$ cat src/rtl/draw_sequencer.sv
// Frame sequencer for the VGA draw path: erase pass over all enabled channels,
// one game-logic update pulse plus a settle wait, then a colour pass. Each
// channel owns the plot port for its LOAD+DRAW slot.
module draw_sequencer #(
  parameter int NCH = 3,
  parameter int XW  = 10,
  parameter int YW  = 10,
  parameter int CW  = 3,
  parameter int LW  = 20
) (
  input  logic              clk,
  input  logic              resetn,
  input  logic              frame_tick,
  input  logic [NCH-1:0]    ch_en,
  input  logic [NCH*LW-1:0] ch_len,
  input  logic [LW-1:0]     upd_len,
  input  logic [CW-1:0]     bg_colour,
  input  logic [NCH*XW-1:0] ch_x,
  input  logic [NCH*YW-1:0] ch_y,
  input  logic [NCH*CW-1:0] ch_colour,
  input  logic [NCH-1:0]    ch_we,
  output logic [NCH-1:0]    go,
  output logic              upd_pulse,
  output logic [XW-1:0]     vga_x,
  output logic [YW-1:0]     vga_y,
  output logic [CW-1:0]     vga_colour,
  output logic              vga_we,
  output logic              pass,
  output logic              busy,
  output logic              frame_done,
  output logic              overrun
);
  localparam int IW = (NCH > 1) ? $clog2(NCH) : 1;

  typedef enum logic [2:0] {IDLE, LOAD, DRAW, UPD, UPD_WAIT, SWAP} state_t;

  state_t                   state, state_nx;
  logic                     pending;
  logic [IW-1:0]            idx, idx_nx;
  logic [LW-1:0]            cnt;
  logic [NCH-1:0]           en_q;
  logic [NCH-1:0][LW-1:0]   len_q;
  logic [NCH-1:0][LW-1:0]   len_live;
  logic [NCH-1:0][XW-1:0]   x_a;
  logic [NCH-1:0][YW-1:0]   y_a;
  logic [NCH-1:0][CW-1:0]   col_a;
  logic [NCH-1:0]           elig_live, elig_q;
  logic                     first_live_ok, first_q_ok, next_ok;
  logic [IW-1:0]            first_live, first_q, next_i;

  assign len_live = ch_len;
  assign x_a      = ch_x;
  assign y_a      = ch_y;
  assign col_a    = ch_colour;

  // Eligibility: live view decides the start in IDLE, latched view runs the frame.
  for (genvar i = 0; i < NCH; i++) begin : g_ch
    assign elig_live[i] = ch_en[i] && (len_live[i] != '0);
    assign elig_q[i]    = en_q[i]  && (len_q[i]    != '0);
  end

  // Priority search: lowest live/latched eligible channel and next one above idx.
  always_comb begin
    first_live_ok = 1'b0; first_live = '0;
    first_q_ok    = 1'b0; first_q    = '0;
    next_ok       = 1'b0; next_i     = '0;
    for (int i = NCH - 1; i >= 0; i--) begin
      if (elig_live[i]) begin first_live_ok = 1'b1; first_live = IW'(i); end
      if (elig_q[i])    begin first_q_ok    = 1'b1; first_q    = IW'(i); end
      if (elig_q[i] && (i > int'(idx))) begin next_ok = 1'b1; next_i = IW'(i); end
    end
  end

  // Next-state and channel index selection.
  always_comb begin
    state_nx = state;
    idx_nx   = idx;
    case (state)
      IDLE: if (frame_tick || pending) begin
        if (first_live_ok) begin state_nx = LOAD; idx_nx = first_live; end
        else state_nx = UPD;
      end
      LOAD: state_nx = DRAW;
      DRAW: if (cnt == len_q[idx] - LW'(1)) begin
        if (next_ok) begin state_nx = LOAD; idx_nx = next_i; end
        else state_nx = pass ? SWAP : UPD;
      end
      UPD:      state_nx = (upd_len == '0) ? SWAP : UPD_WAIT;
      UPD_WAIT: if (cnt == upd_len - LW'(1)) state_nx = SWAP;
      SWAP: if (!pass) begin
        // No eligible channel: the colour pass collapses to the closing SWAP.
        if (first_q_ok) begin state_nx = LOAD; idx_nx = first_q; end
        else state_nx = SWAP;
      end else state_nx = IDLE;
      default: state_nx = IDLE;
    endcase
  end

  // State, counter, pass, tick queue and frame-config latch.
  always_ff @(posedge clk or negedge resetn) begin
    if (!resetn) begin
      state   <= IDLE;
      idx     <= '0;
      cnt     <= '0;
      pass    <= 1'b0;
      pending <= 1'b0;
      en_q    <= '0;
      len_q   <= '0;
    end else begin
      state <= state_nx;
      idx   <= idx_nx;
      if (state == IDLE && state_nx != IDLE) begin
        en_q  <= ch_en;
        len_q <= ch_len;
      end
      case (state)
        LOAD, UPD:      cnt <= '0;
        DRAW, UPD_WAIT: cnt <= cnt + LW'(1);
        default:        cnt <= cnt;
      endcase
      if (state == SWAP) pass <= ~pass;
      // IDLE consumes the queued tick; a tick arriving that same cycle re-queues.
      if (state == IDLE) pending <= pending & frame_tick;
      else if (frame_tick) pending <= 1'b1;
    end
  end

  // Output decode from the current state.
  always_comb begin
    go         = '0;
    upd_pulse  = 1'b0;
    frame_done = 1'b0;
    vga_x      = '0;
    vga_y      = '0;
    vga_colour = '0;
    vga_we     = 1'b0;
    if (state == LOAD) go[idx] = 1'b1;
    if (state == LOAD || state == DRAW) begin
      vga_x      = x_a[idx];
      vga_y      = y_a[idx];
      vga_colour = pass ? col_a[idx] : bg_colour;
      vga_we     = ch_we[idx];
    end
    if (state == UPD) upd_pulse = 1'b1;
    if (state == SWAP && pass) frame_done = 1'b1;
  end

  assign busy    = (state != IDLE);
  assign overrun = busy && frame_tick && pending;

endmodule

$ cat config.mk
export PLATFORM = sky130hd
export DESIGN_NAME = draw_sequencer
export DESIGN_NICKNAME = d
export VERILOG_FILES = /design/src/rtl/draw_sequencer.sv
export SDC_FILE = /design/constraint.sdc
export NUM_CORES = 1
export LEC_CHECK = 0
export ABC_CLOCK_PERIOD_IN_PS = 4400
export CAP_MARGIN = 20
export CORE_MARGIN = 5
export CORE_UTILIZATION = 29
export DETAILED_ROUTE_END_ITERATION = 8
export SLEW_MARGIN = 10
export SYNTH_ARGS = -nofsm -noshare
export SYNTH_HDL_FRONTEND = slang
export SYNTH_SLANG_ARGS = --single-unit
$ cat constraint.sdc
create_clock -name clk -period 4.4 [get_ports clk]
set_input_delay 1.32 -clock clk [delete_from_list [all_inputs] [get_ports clk]]
set_output_delay 1.32 -clock clk [all_outputs]
set_load 0.005 [all_outputs]
# After elaboration in Yosys (flattened, before gate mapping)
# Cells that the tools add are included.
# word_totals
register_bits	90
in_bits	161
output_inout_bits	32
# classes
n_addsub	3
order_cmp	4
n_eq_ne	13
mux	56
n_bitwise	2
n_reduce_logical	31
# op_table
cell	n
$reduce_bool A20 Y1	6
$bmux W10 S2	2
$bmux W20 S2	1
$eq A20 B20 Y1	2
$mux W10	4
$pmux W20 S2	1
$sub A20 B1 Y20 const B	2
$mux W3	11
$mux W2	15
$add A20 B1 Y20 const B	1
$logic_not A20 Y1	1
$mux W20	1
$pmux W3 S6	1
$mux W1	16
$logic_and A1 B1 Y1	13
$ne A2 B2 Y1 const B	6
$reduce_bool A3 Y1	3
$reduce_and A7 Y1	1
$bmux W3 S2	1
$eq A3 B2 Y1 const B	2
$eq A3 B3 Y1 const B	2
$pmux W2 S3	1
$reduce_bool A2 Y1	2
$reduce_or A2 Y1	2
11 further kinds	12

# Depth between registers and ports, before layout
# Gate-level depths: netlist (run 1).
# depth
depth_word	10
mapped_depth	14
ltp_nobuf	12

# Worst setup path before layout (run 1)
# OpenSTA, ideal clock, no wires.
# synth_timing
path_kind	input -> register
start	in upd_len[5]
end	reg state[0]
setup_time_ns	0.070
arrival_time_ns	3.528
t_required_ns	4.330
path_slack_ns	0.803
path_stages	10
path_buffers	0
cell_sequence	or3_1 -> nor4_1 -> nand2_1 -> or3_1 -> nor3b_1 -> a21oi_1 -> a211o_1 -> a221oi_1 -> nand4_1 -> nand3_1
# synth_between
elab_chain_len	4
word_cells_on_any_way	6
# synth_rtl
element	line	rtl
start: declaration	16	input logic [LW-1:0] upd_len,
$sub A20 B1 Y20	89	UPD_WAIT: if (cnt == upd_len - LW'(1)) state_nx = SWAP;
$eq A20 B20 Y1	89	
$mux W3	89	
$pmux W3 S6 (*)	78	case (state)
net state_nx[0]	37	state_t state, state_nx;
end signal: assignment	110	state <= state_nx;
end: declaration	37	
# The timed path passes the listed nets; every way through them passes the cells marked *.
# A chain may end at the register's enable or synchronous reset.

# Worst setup path after layout (run 1)
# layout_timing
start	in ch_colour[2]
end	out vga_colour[2]
# layout_between
elab_chain_len	4
# layout_rtl
element	line	rtl
start: declaration	20	input logic [NCH*CW-1:0] ch_colour,
$bmux W3 S2	141	vga_colour = pass ? col_a[idx] : bg_colour;
$mux W3 (not written as such)	141	
$mux W3	141	
$mux W3	138	if (state == LOAD || state == DRAW) begin
end: declaration	26	output logic [CW-1:0] vga_colour,
# No other way between the ends. The select of a mux whose other input is x is not followed.

==> results.yml, run 1 <==
clock_network:
  htreeDepth: 3
  clkTransAtPathRegs_ns: 0.06
  cts-root-buf: "clkbuf_16"
  ctsHoldBuffers: 0
  cts_tree: "built"
  clock-sinks: 90
  clock_path_buffers: 2
  clk_latency_ns: 0.35
  post_cts_buffers: 0
  numCtsBuffers: 9
  cts_resized: 0
synth:
  yosys.area.top_type: "dfrtp_1"
  synth_seq_cells: 90
  yosysWarnings: 0
  yosysTopAreaCellShare_pct: 34.2
  yosysUniqueCellTypes: 65
  syn-num-nets: 899
  ys_async_sr_fraction_pct: 100
  syn_inst: 735
  synth_area_mm2: 0.00659
  avgSynthCellArea_um2: 8.96
  synthTopCellsByCount: "90 x dfrtp_1, 87 x nor2_1, 65 x mux2_2"
  ys_top_cells_by_area: "dfrtp_1 34%, mux2_2 11%, mux2i_1 6.4%, xnor2_1 5.1%, nor2_1 5.0%"
  yosysSeqAreaShare_pct: 34.2
  ys.flop_type: "dfrtp_1"
  yosysMostFrequentCell: "dfrtp_1"
  synth_enable_flop_cells: 0
routing:
  drtIter0Drc: 411
  vias: 6265
  viasPerCell: 5.21
  detail-route-antenna-nets: 0
  drt_pass1_iterations: 5
  met3_length_um: 1050
  routed_wl_um: 21600
  drt-wirelength-per-cell_um: 18.0
  wl_met2_um: 9840
  met1Wirelength_um: 10200
  highest_layer: "met4"
  drc: 0
sta:
  worstMarginPinSlew_ns: 0.948
  clock.fmax_mhz: 239
  hold_viol: 0
  slew_headroom_pct: 36.8
  slew_violations: 0
  finClkSkew_ns: 0.00392
  setup_viol_count_final: 0
  tns_ns: 0
  period_share_pct: 94.9
  rsz0062_at_grt: "no"
  period_needed_ns: 4.18
  holdWs_ns: 0.503
min_path:
  hold_class: "reg2reg"
setup_path:
  cp_max_fo: 1
  worstSetupPathType: "in2out"
  startpoint_type: "input pin"
  critPathMaxStageDelay_ns: 0.56
  cp-end-kind: "output pin"
  worst_ep_arrival_time_ns: 2.86
  cpMostUsedCell: "clkdlybuf4s50_1"
  path_cells: "clkdlybuf4s50_1, mux2i_1, nor2_1, a21oi_1, a211oi_1, clkdlybuf4s50_1"
  cp.required_ns: 3.08
  worst_path_max_delay_cell: "clkdlybuf4s50_1"
floorplanning:
  die_w_um: 161
  io_pins: 193
  die_h_um: 161
  rows: 55
  design.core.area_mm2: 0.0225
  die-area_mm2: 0.0258
  start_util_pct: 29.3
pwr:
  clockPowerShare_pct: 13.9
  seqPwrFrac_pct: 28.2
  power.internal_mw: 3.20
  cellLeakagePower_nw: 3.39
  swShare_pct: 41.6
  combinationalPowerShare_pct: 57.9
  switching_power_mw: 2.28
  p_per_area_mw_per_mm2: 602
  peakVddDrop_v: 0.000301
global_routing:
  antenna_found_initial: 0
  grt_pass1_vias: 6356
  groute.usage.overall_pct: 16.4
  overflow: 0
  grt_pass1_wl_um: 34200
  grt_max_degree: 65
finish:
  syn_to_final_growth_pct: 38.2
  n_fill_cell: 2198
  drive_gt1_share_pct: 13.0
  multiInputGateArea_mm2: 0.00411
  seq_area_mm2: 0.00225
  diodes: 0
  nNetsFinal: 1077
status:
  status: "completed"
placed_design:
  routabilityCongestion: 0.845
  port-buffer-count: 192
  hpwl_um: 17300
run:
  maxCapViolCount: 0
==> registers in the layout, indices dropped and copies added (netlist names) <==
| register | cells |
|---|---|
| len_q | 60 |
| idx | 2 |
| pass | 1 |
| cnt | 20 |
| state | 3 |
| en_q | 3 |
| pending | 1 |
==> cell type report <==
cell class              count  share of cell area [%]
multi-input cells         593                    45.1
inverters                   9                   0.371
clock inverters             4                   0.577
flip-flops and latches     90                    24.8
clock buffers              11                    2.56
well taps                 285                    3.92
repair buffers            210                    22.7
==> placed cells by master (no fill, tap or decap), types with 5 or more instances in the layout <==
cell / synthesis / routed
dfrtp_1: 90 / 89
mux2_1: 5 / 5
inv_1: 8 / 8
o2bb2ai_1: 5 / 5
a22oi_1: 7 / 7
mux2i_1: 42 / 42
o31ai_1: 10 / 10
nor2_1: 87 / 86
o211ai_1: 9 / 9
o21ai_0: 40 / 40
nand2b_1: 5 / 5
nand3_1: 33 / 33
and3_1: 10 / 10
nand2_1: 51 / 51
xor2_1: 15 / 15
or3_1: 5 / 5
a21oi_1: 36 / 36
nor4_1: 40 / 40
mux2_2: 65 / 65
buf_4: 0 / 18
clkbuf_16: 0 / 9
xnor2_1: 38 / 38
o2bb2ai_2: 5 / 5
nand4_1: 9 / 9
clkdlybuf4s50_1: 0 / 191
nor3_1: 18 / 18
==> power groups by stage <==
| stage | Combinational (mW) | Sequential (mW) | Clock, mW |
|---|---|---|---|
| after global routing | 3.48 | 1.60 | 0.812 |
| after global placement | 3.14 | 1.55 | 0 |
| after CTS | 3.18 | 1.54 | 0.784 |
| after floorplan | 2.25 | 1.38 | 0 |
| final | 3.17 | 1.54 | 0.762 |
| after detailed placement | 3.16 | 1.56 | 0 |
==> path summary, 6_finish.rpt <==
path                            slack [ns]                start                    end  depth (start not counted)
worst min register to register        0.50  en_q[0]$_DFFE_PN0P_    en_q[0]$_DFFE_PN0P_                          1
min in group asynchronous             0.95               resetn  len_q[35]$_DFFE_PN0P_                          1
worst min-delay path                  0.50  en_q[0]$_DFFE_PN0P_    en_q[0]$_DFFE_PN0P_                          1
worst max-delay path                  0.22         ch_colour[2]          vga_colour[2]                          6
max in group asynchronous             2.71               resetn     cnt[3]$_DFFE_PN0P_                          2
worst max register to register        0.35   idx[0]$_DFFE_PN0P_     idx[0]$_DFFE_PN0P_                         12
==> worst max-delay path, delay by kind of cell <==
| family | cells | cell delay, ns |
|---|---|---|
| buffers and inverters | 2 | 1.05 |
| AO/OA/AOI/OAI | 2 | 0.29 |
| AND/OR/NAND/NOR | 1 | 0.12 |
| multiplexers | 1 | 0.08 |
==> logic make-up after synthesis <==
group / count (synthesis) / synth area share, %
multiplexers: 112 / 18.3
XOR/XNOR: 54 / 7.29
AO/OA/AOI/OAI: 141 / 14.6
buffers and inverters: 52 / 3.67
flip-flops: 90 / 34.2
adder cells (fa/ha/maj): 4 / 0.722
AND/OR/NAND/NOR: 282 / 21.2
==> routing by layer <==
metal / track usage [%] / up-vias
li1: - / 3061
met1: 23.0 / 2988
met3: 3.21 / 31
met2: 25.7 / 185
met4: 4.58 / 0
met5: 0 / -
==> through the flow <==
step / std cells / worst slack [ns] / instance area (um2) / power (mW) / util (%)
6_report: 1202 / 0.224 / 9100 / 5.48 / 40.5
2_1_floorplan: 735 / 0.803 / 6590 / 3.63 / -
3_5_place_dp: 1187 / 0.108 / 8820 / 4.72 / 39.2
4_1_cts: 1202 / 0.246 / 9100 / 5.51 / 40.5
3_3_place_gp: 1187 / 0.157 / 8820 / 4.69 / 39.2
5_1_grt: 1202 / 0.106 / 9100 / 5.89 / 40.5
(Power assumes the default switching activity.)
==> run 2, diff against run 1 <==
CTS_BUF_LIST = sky130_fd_sc_hd__clkbuf_8   (was default)
==> results.yml, run 2 (synthesized netlist as in run 1, its figures left out) <==
floorplanning:
  die_w_um: 161
  io_pins: 193
  die_h_um: 161
  die-area_mm2: 0.0258
  design.core.area_mm2: 0.0225
  start_util_pct: 29.3
  rows: 55
finish:
  drive_gt1_share_pct: 13.0
  seq_area_mm2: 0.00225
  n_fill_cell: 2211
  largest_reg_flops: 60
  layout_commonest_cell: "clkdlybuf4s50_1"
  nNetsFinal: 1077
  largest-register: "len_q"
  syn_to_final_growth_pct: 36.6
  top_regs: "len_q x60, cnt x20"
  layout_common_cells: "191 x clkdlybuf4s50_1, 89 x dfrtp_1, 86 x nor2_1"
  multiInputGateArea_mm2: 0.00411
  diodes: 0
  finish.utilization_pct: 40.0
clock_network:
  clock-sinks: 90
  post_cts_buffers: 0
  clk_latency_ns: 0.38
  ctsHoldBuffers: 0
  htreeDepth: 3
  cts_resized: 0
  cts-root-buf: "clkbuf_8"
  clkTransAtPathRegs_ns: 0.09
  clock_path_buffers: 2
  cts_tree: "built"
  numCtsBuffers: 9
min_path:
  hold_class: "reg2reg"
sta:
  slew_violations: 0
  rsz0062_at_grt: "no"
  layout_setup_ws_ns: 0.222
  clock.fmax_mhz: 239
  setup_viol_count_final: 0
  finClkSkew_ns: 0.00425
  period_share_pct: 94.9
  worstMarginPinSlew_ns: 0.960
  slew_headroom_pct: 36.0
  period_needed_ns: 4.18
  holdWs_ns: 0.509
  hold_viol: 0
  tns_ns: 0
global_routing:
  antenna_found_initial: 0
  overflow: 0
  grt_max_degree: 65
  grt_pass1_vias: 6344
  groute.usage.overall_pct: 16.4
  grt_pass1_wl_um: 34200
pwr:
  power.internal_mw: 3.02
  p_per_area_mw_per_mm2: 585
  swShare_pct: 42.8
  clockPowerShare_pct: 10.6
  switching_power_mw: 2.25
  combinationalPowerShare_pct: 60.2
  peakVddDrop_v: 0.000275
  seqPwrFrac_pct: 29.2
  cellLeakagePower_nw: 3.36
  power_mw: 5.27
routing:
  detail-route-antenna-nets: 0
  viasPerCell: 5.21
  routed_wl_um: 21700
  drc: 0
  drt-wirelength-per-cell_um: 18.0
  drtIter0Drc: 402
  drt_pass1_iterations: 5
  vias: 6265
setup_path:
  cp-end-kind: "output pin"
  path_cells: "clkdlybuf4s50_1, mux2i_1, nor2_1, a21oi_1, a211oi_1, clkdlybuf4s50_1"
  critPathMaxStageDelay_ns: 0.56
  cp_top_family: "buffers and inverters"
  startpoint_type: "input pin"
  r2r_start: "idx[0]$_DFFE_PN0P_"
  worst_path_max_delay_cell: "clkdlybuf4s50_1"
  r2r_setup_slack_ns: 0.35
  cp-endpoint: "vga_colour[2]"
  critPathLaunch: "ch_colour[2]"
  rr_endpoint: "idx[0]$_DFFE_PN0P_"
  cp.depth: 6
  cp.required_ns: 3.08
  crit_buf_inv: 2
  worst_ep_arrival_time_ns: 2.86
  r2r_cells: 12
  cp_max_fo: 1
  cpMostUsedCell: "clkdlybuf4s50_1"
  worstSetupPathType: "in2out"
placed_design:
  port-buffer-count: 192
  dp_slack_ns: 0.108
  hpwl_um: 17300
  routabilityCongestion: 0.845
run:
  maxCapViolCount: 0
status:
  status: "completed"
run 2: worst min path at each step:
stage,startpoint,end,depth (start not counted)
floorplan,en_q[0]$_DFFE_PN0P_,en_q[0]$_DFFE_PN0P_,1
global placement,en_q[0]$_DFFE_PN0P_,en_q[0]$_DFFE_PN0P_,1
detailed placement,en_q[0]$_DFFE_PN0P_,en_q[0]$_DFFE_PN0P_,1
CTS,en_q[0]$_DFFE_PN0P_,en_q[0]$_DFFE_PN0P_,1
global route,en_q[0]$_DFFE_PN0P_,en_q[0]$_DFFE_PN0P_,1
finish,en_q[0]$_DFFE_PN0P_,en_q[0]$_DFFE_PN0P_,1
run 2: per-layer routing:
metal	up-vias	global-route usage, %	part of all wire, %
met5	-	0	0
met4	0	4.58	2.4
met3	28	3.36	5.2
met2	183	25.8	46
met1	2992	22.9	46
li1	3062	-	-
run 2: final cells by class:
cell class | count | area share, %
Multi-Input combinational cell | 593 | 45.6
Sequential cell | 90 | 25.0
Timing Repair Buffer | 210 | 23.0
Tap cell | 285 | 3.96
Clock buffer | 9 | 1.38
Clock inverter | 6 | 0.667
Inverter | 9 | 0.375
run 2: metrics by stage:
step	cell area (um2)	std cells
after floorplan	6590	735
after global placement	8820	1187
after detailed placement	8820	1187
after CTS	9000	1202
after global routing	9000	1202
final	9000	1202
run 2: power groups by stage:
stage	clock network, mW	registers [mW]	logic (mW)
2_1_floorplan	0	1.38	2.25
3_3_place_gp	0	1.55	3.14
3_5_place_dp	0	1.56	3.16
4_1_cts	0.577	1.54	3.18
5_1_grt	0.606	1.59	3.48
6_report	0.559	1.54	3.17
==> run 3, diff against run 2 <==
ABC_AREA = 1   (was default)
==> results.yml, run 3 <==
setup_path:
  cp-end-kind: "output pin"
  cp.required_ns: 3.08
  cp.depth: 8
  path_cells: "inv_1, nand2_1, nor2_1, inv_1, nand2_1, o21ai_0, a31oi_1, clkdlybuf4s50_1"
  r2r_cells: 21
  startpoint_type: "register"
  cp_max_fo: 17
  worstSetupPathType: "reg2out"
  critPathMaxStageDelay_ns: 0.55
  worst_ep_arrival_time_ns: 2.84
  cp_top_family: "buffers and inverters"
  crit_buf_inv: 3
  worst_path_max_delay_cell: "nand2_1"
routing:
  drt_pass1_iterations: 5
  viasPerCell: 4.60
  vias: 7208
  detail-route-antenna-nets: 0
  routed_wl_um: 23300
  drc: 0
  drtIter0Drc: 498
  drt-wirelength-per-cell_um: 14.8
finish:
  fin_cells: 1567
  top_regs: "len_q x60, cnt x20"
  layout_common_cells: "394 x nand2_1, 191 x clkdlybuf4s50_1, 120 x inv_1"
  layout_commonest_cell: "nand2_1"
  diodes: 0
  syn_to_final_growth_pct: 36.5
  multiInputGateArea_mm2: 0.00396
  n_fill_cell: 2522
  drive_gt1_share_pct: 6.01
  seq_area_mm2: 0.00225
  nNetsFinal: 1407
  largest-register: "len_q"
  largest_reg_flops: 60
synth:
  ys_top_cells_by_area: "dfrtp_1 33%, nand2_1 22%, nand3_1 7.2%, inv_1 6.6%, xor2_1 4.7%"
  ys_async_sr_fraction_pct: 100
  yosysWarnings: 0
  synth_seq_cells: 90
  ys.flop_type: "dfrtp_1"
  syn_inst: 1065
  yosysTopAreaCellShare_pct: 32.8
  syn-num-nets: 1229
  synth_area_mm2: 0.00686
  yosysSeqAreaShare_pct: 32.8
  yosysMostFrequentCell: "nand2_1"
  avgSynthCellArea_um2: 6.44
  yosysUniqueCellTypes: 43
  yosys.area.top_type: "dfrtp_1"
  synthTopCellsByCount: "394 x nand2_1, 120 x inv_1, 99 x nand3_1"
  synth_enable_flop_cells: 0
floorplanning:
  design.core.area_mm2: 0.0234
  die_w_um: 164
  die_h_um: 164
  rows: 56
  start_util_pct: 29.3
  io_pins: 193
  die-area_mm2: 0.0268
placed_design:
  hpwl_um: 18900
  dp_cells: 1551
  routabilityCongestion: 0.882
  port-buffer-count: 192
status:
  status: "completed"
clock_network:
  post_cts_buffers: 0
  ctsHoldBuffers: 0
  clkTransAtPathRegs_ns: 0.10
  clock_path_buffers: 2
  clk_latency_ns: 0.40
  htreeDepth: 3
  numCtsBuffers: 9
  cts_resized: 0
  cts_tree: "built"
  cts-root-buf: "clkbuf_8"
  clock-sinks: 90
sta:
  slew_headroom_pct: 53.4
  tns_ns: 0
  finClkSkew_ns: 0.0157
  hold_viol: 0
  period_share_pct: 94.4
  period_needed_ns: 4.16
  clock.fmax_mhz: 241
  rsz0062_at_grt: "no"
  setup_viol_count_final: 0
  holdWs_ns: 0.489
  worstMarginPinSlew_ns: 0.697
  slew_violations: 0
pwr:
  peakVddDrop_v: 0.000268
  p_per_area_mw_per_mm2: 626
  cellLeakagePower_nw: 4.53
global_routing:
  antenna_found_initial: 0
  grt_util_met3_pct: 2.61
  overflow: 0
  use_met1_pct: 24.9
  grt_max_degree: 50
  grt_pass1_wl_um: 36300
  top_usage_layer: "met2"
  groute.usage.overall_pct: 17.0
  grt_pass1_vias: 6911
  use_met2_pct: 26.6
min_path:
  min_path_cells: 2
  hold_class: "reg2reg"
run:
  maxCapViolCount: 0
==> run 3: worst reg2reg max path, delay by kind of cell, from the launching register on <==
family / cells / cell delay, ns
AND/OR/NAND/NOR: 17 / 1.75
flip-flops: 1 / 0.71
buffers and inverters: 3 / 0.41
adder cells (fa/ha/maj): 1 / 0.26
==> run 3: power breakdown <==
part	internal, mW	switching [mW]
Clock	0.401	0.341
Sequential	1.16	0.334
Combinational	1.36	2.27
==> run 3: worst paths after layout <==
kind,start,to,slack [ns]
max in group asynchronous,resetn,cnt[16]$_DFFE_PN0P_,2.80
worst max register to register,idx[1]$_DFFE_PN0P_,idx[1]$_DFFE_PN0P_,1.17
worst max-delay path,state[1]$_DFF_PN0_,vga_colour[2],0.24
worst min register to register,en_q[1]$_DFFE_PN0P_,en_q[1]$_DFFE_PN0P_,0.49
min in group asynchronous,resetn,len_q[10]$_DFFE_PN0P_,0.81
worst min-delay path,en_q[1]$_DFFE_PN0P_,en_q[1]$_DFFE_PN0P_,0.49
==> run 3: per-stage QoR <==
| step | setup slack, ns | power (mW) | area [um2] | utilization, % |
|---|---|---|---|---|
| finish | 0.244 | 5.86 | 9360 | 40.0 |
| global route | 0.0356 | 6.43 | 9360 | 40.0 |
| floorplan | 1.48 | 3.88 | 6860 | - |
| CTS | 0.215 | 5.87 | 9360 | 40.0 |
| detailed placement | 0.433 | 5.11 | 9100 | 38.9 |
| global placement | 0.360 | 5.07 | 9100 | 38.9 |
==> run 3: kinds of logic (layout without fill, tap and decap cells) <==
| logic type | count (synthesis) | in the layout | synth area share, % |
|---|---|---|---|
| compound gates | 78 | 78 | 6.31 |
| buf+inv | 164 | 347 | 9.50 |
| flops | 90 | 90 | 32.8 |
| mux | 5 | 5 | 0.730 |
| simple gates | 678 | 678 | 44.1 |
| xor+xnor | 47 | 47 | 6.00 |
| fa+ha+maj | 3 | 3 | 0.547 |
==> run 3: area by class of cell <==
cell class | instances | share of cell area [%]
timing repair buffer | 205 | 21.5
tap | 319 | 4.26
clock buffer | 10 | 1.47
clock inverter | 6 | 1.27
multi-input combinational | 811 | 42.3
sequential | 90 | 24.1
inverter | 126 | 5.05
==> run 3: per-layer routing <==
metal | routed length, um | share of wire (%) | vias up
met5 | 0 | 0 | -
met4 | 291 | 1.3 | 0
met3 | 1050 | 4.5 | 20
met2 | 10600 | 46 | 161
met1 | 11300 | 49 | 3284
li1 | - | - | 3743
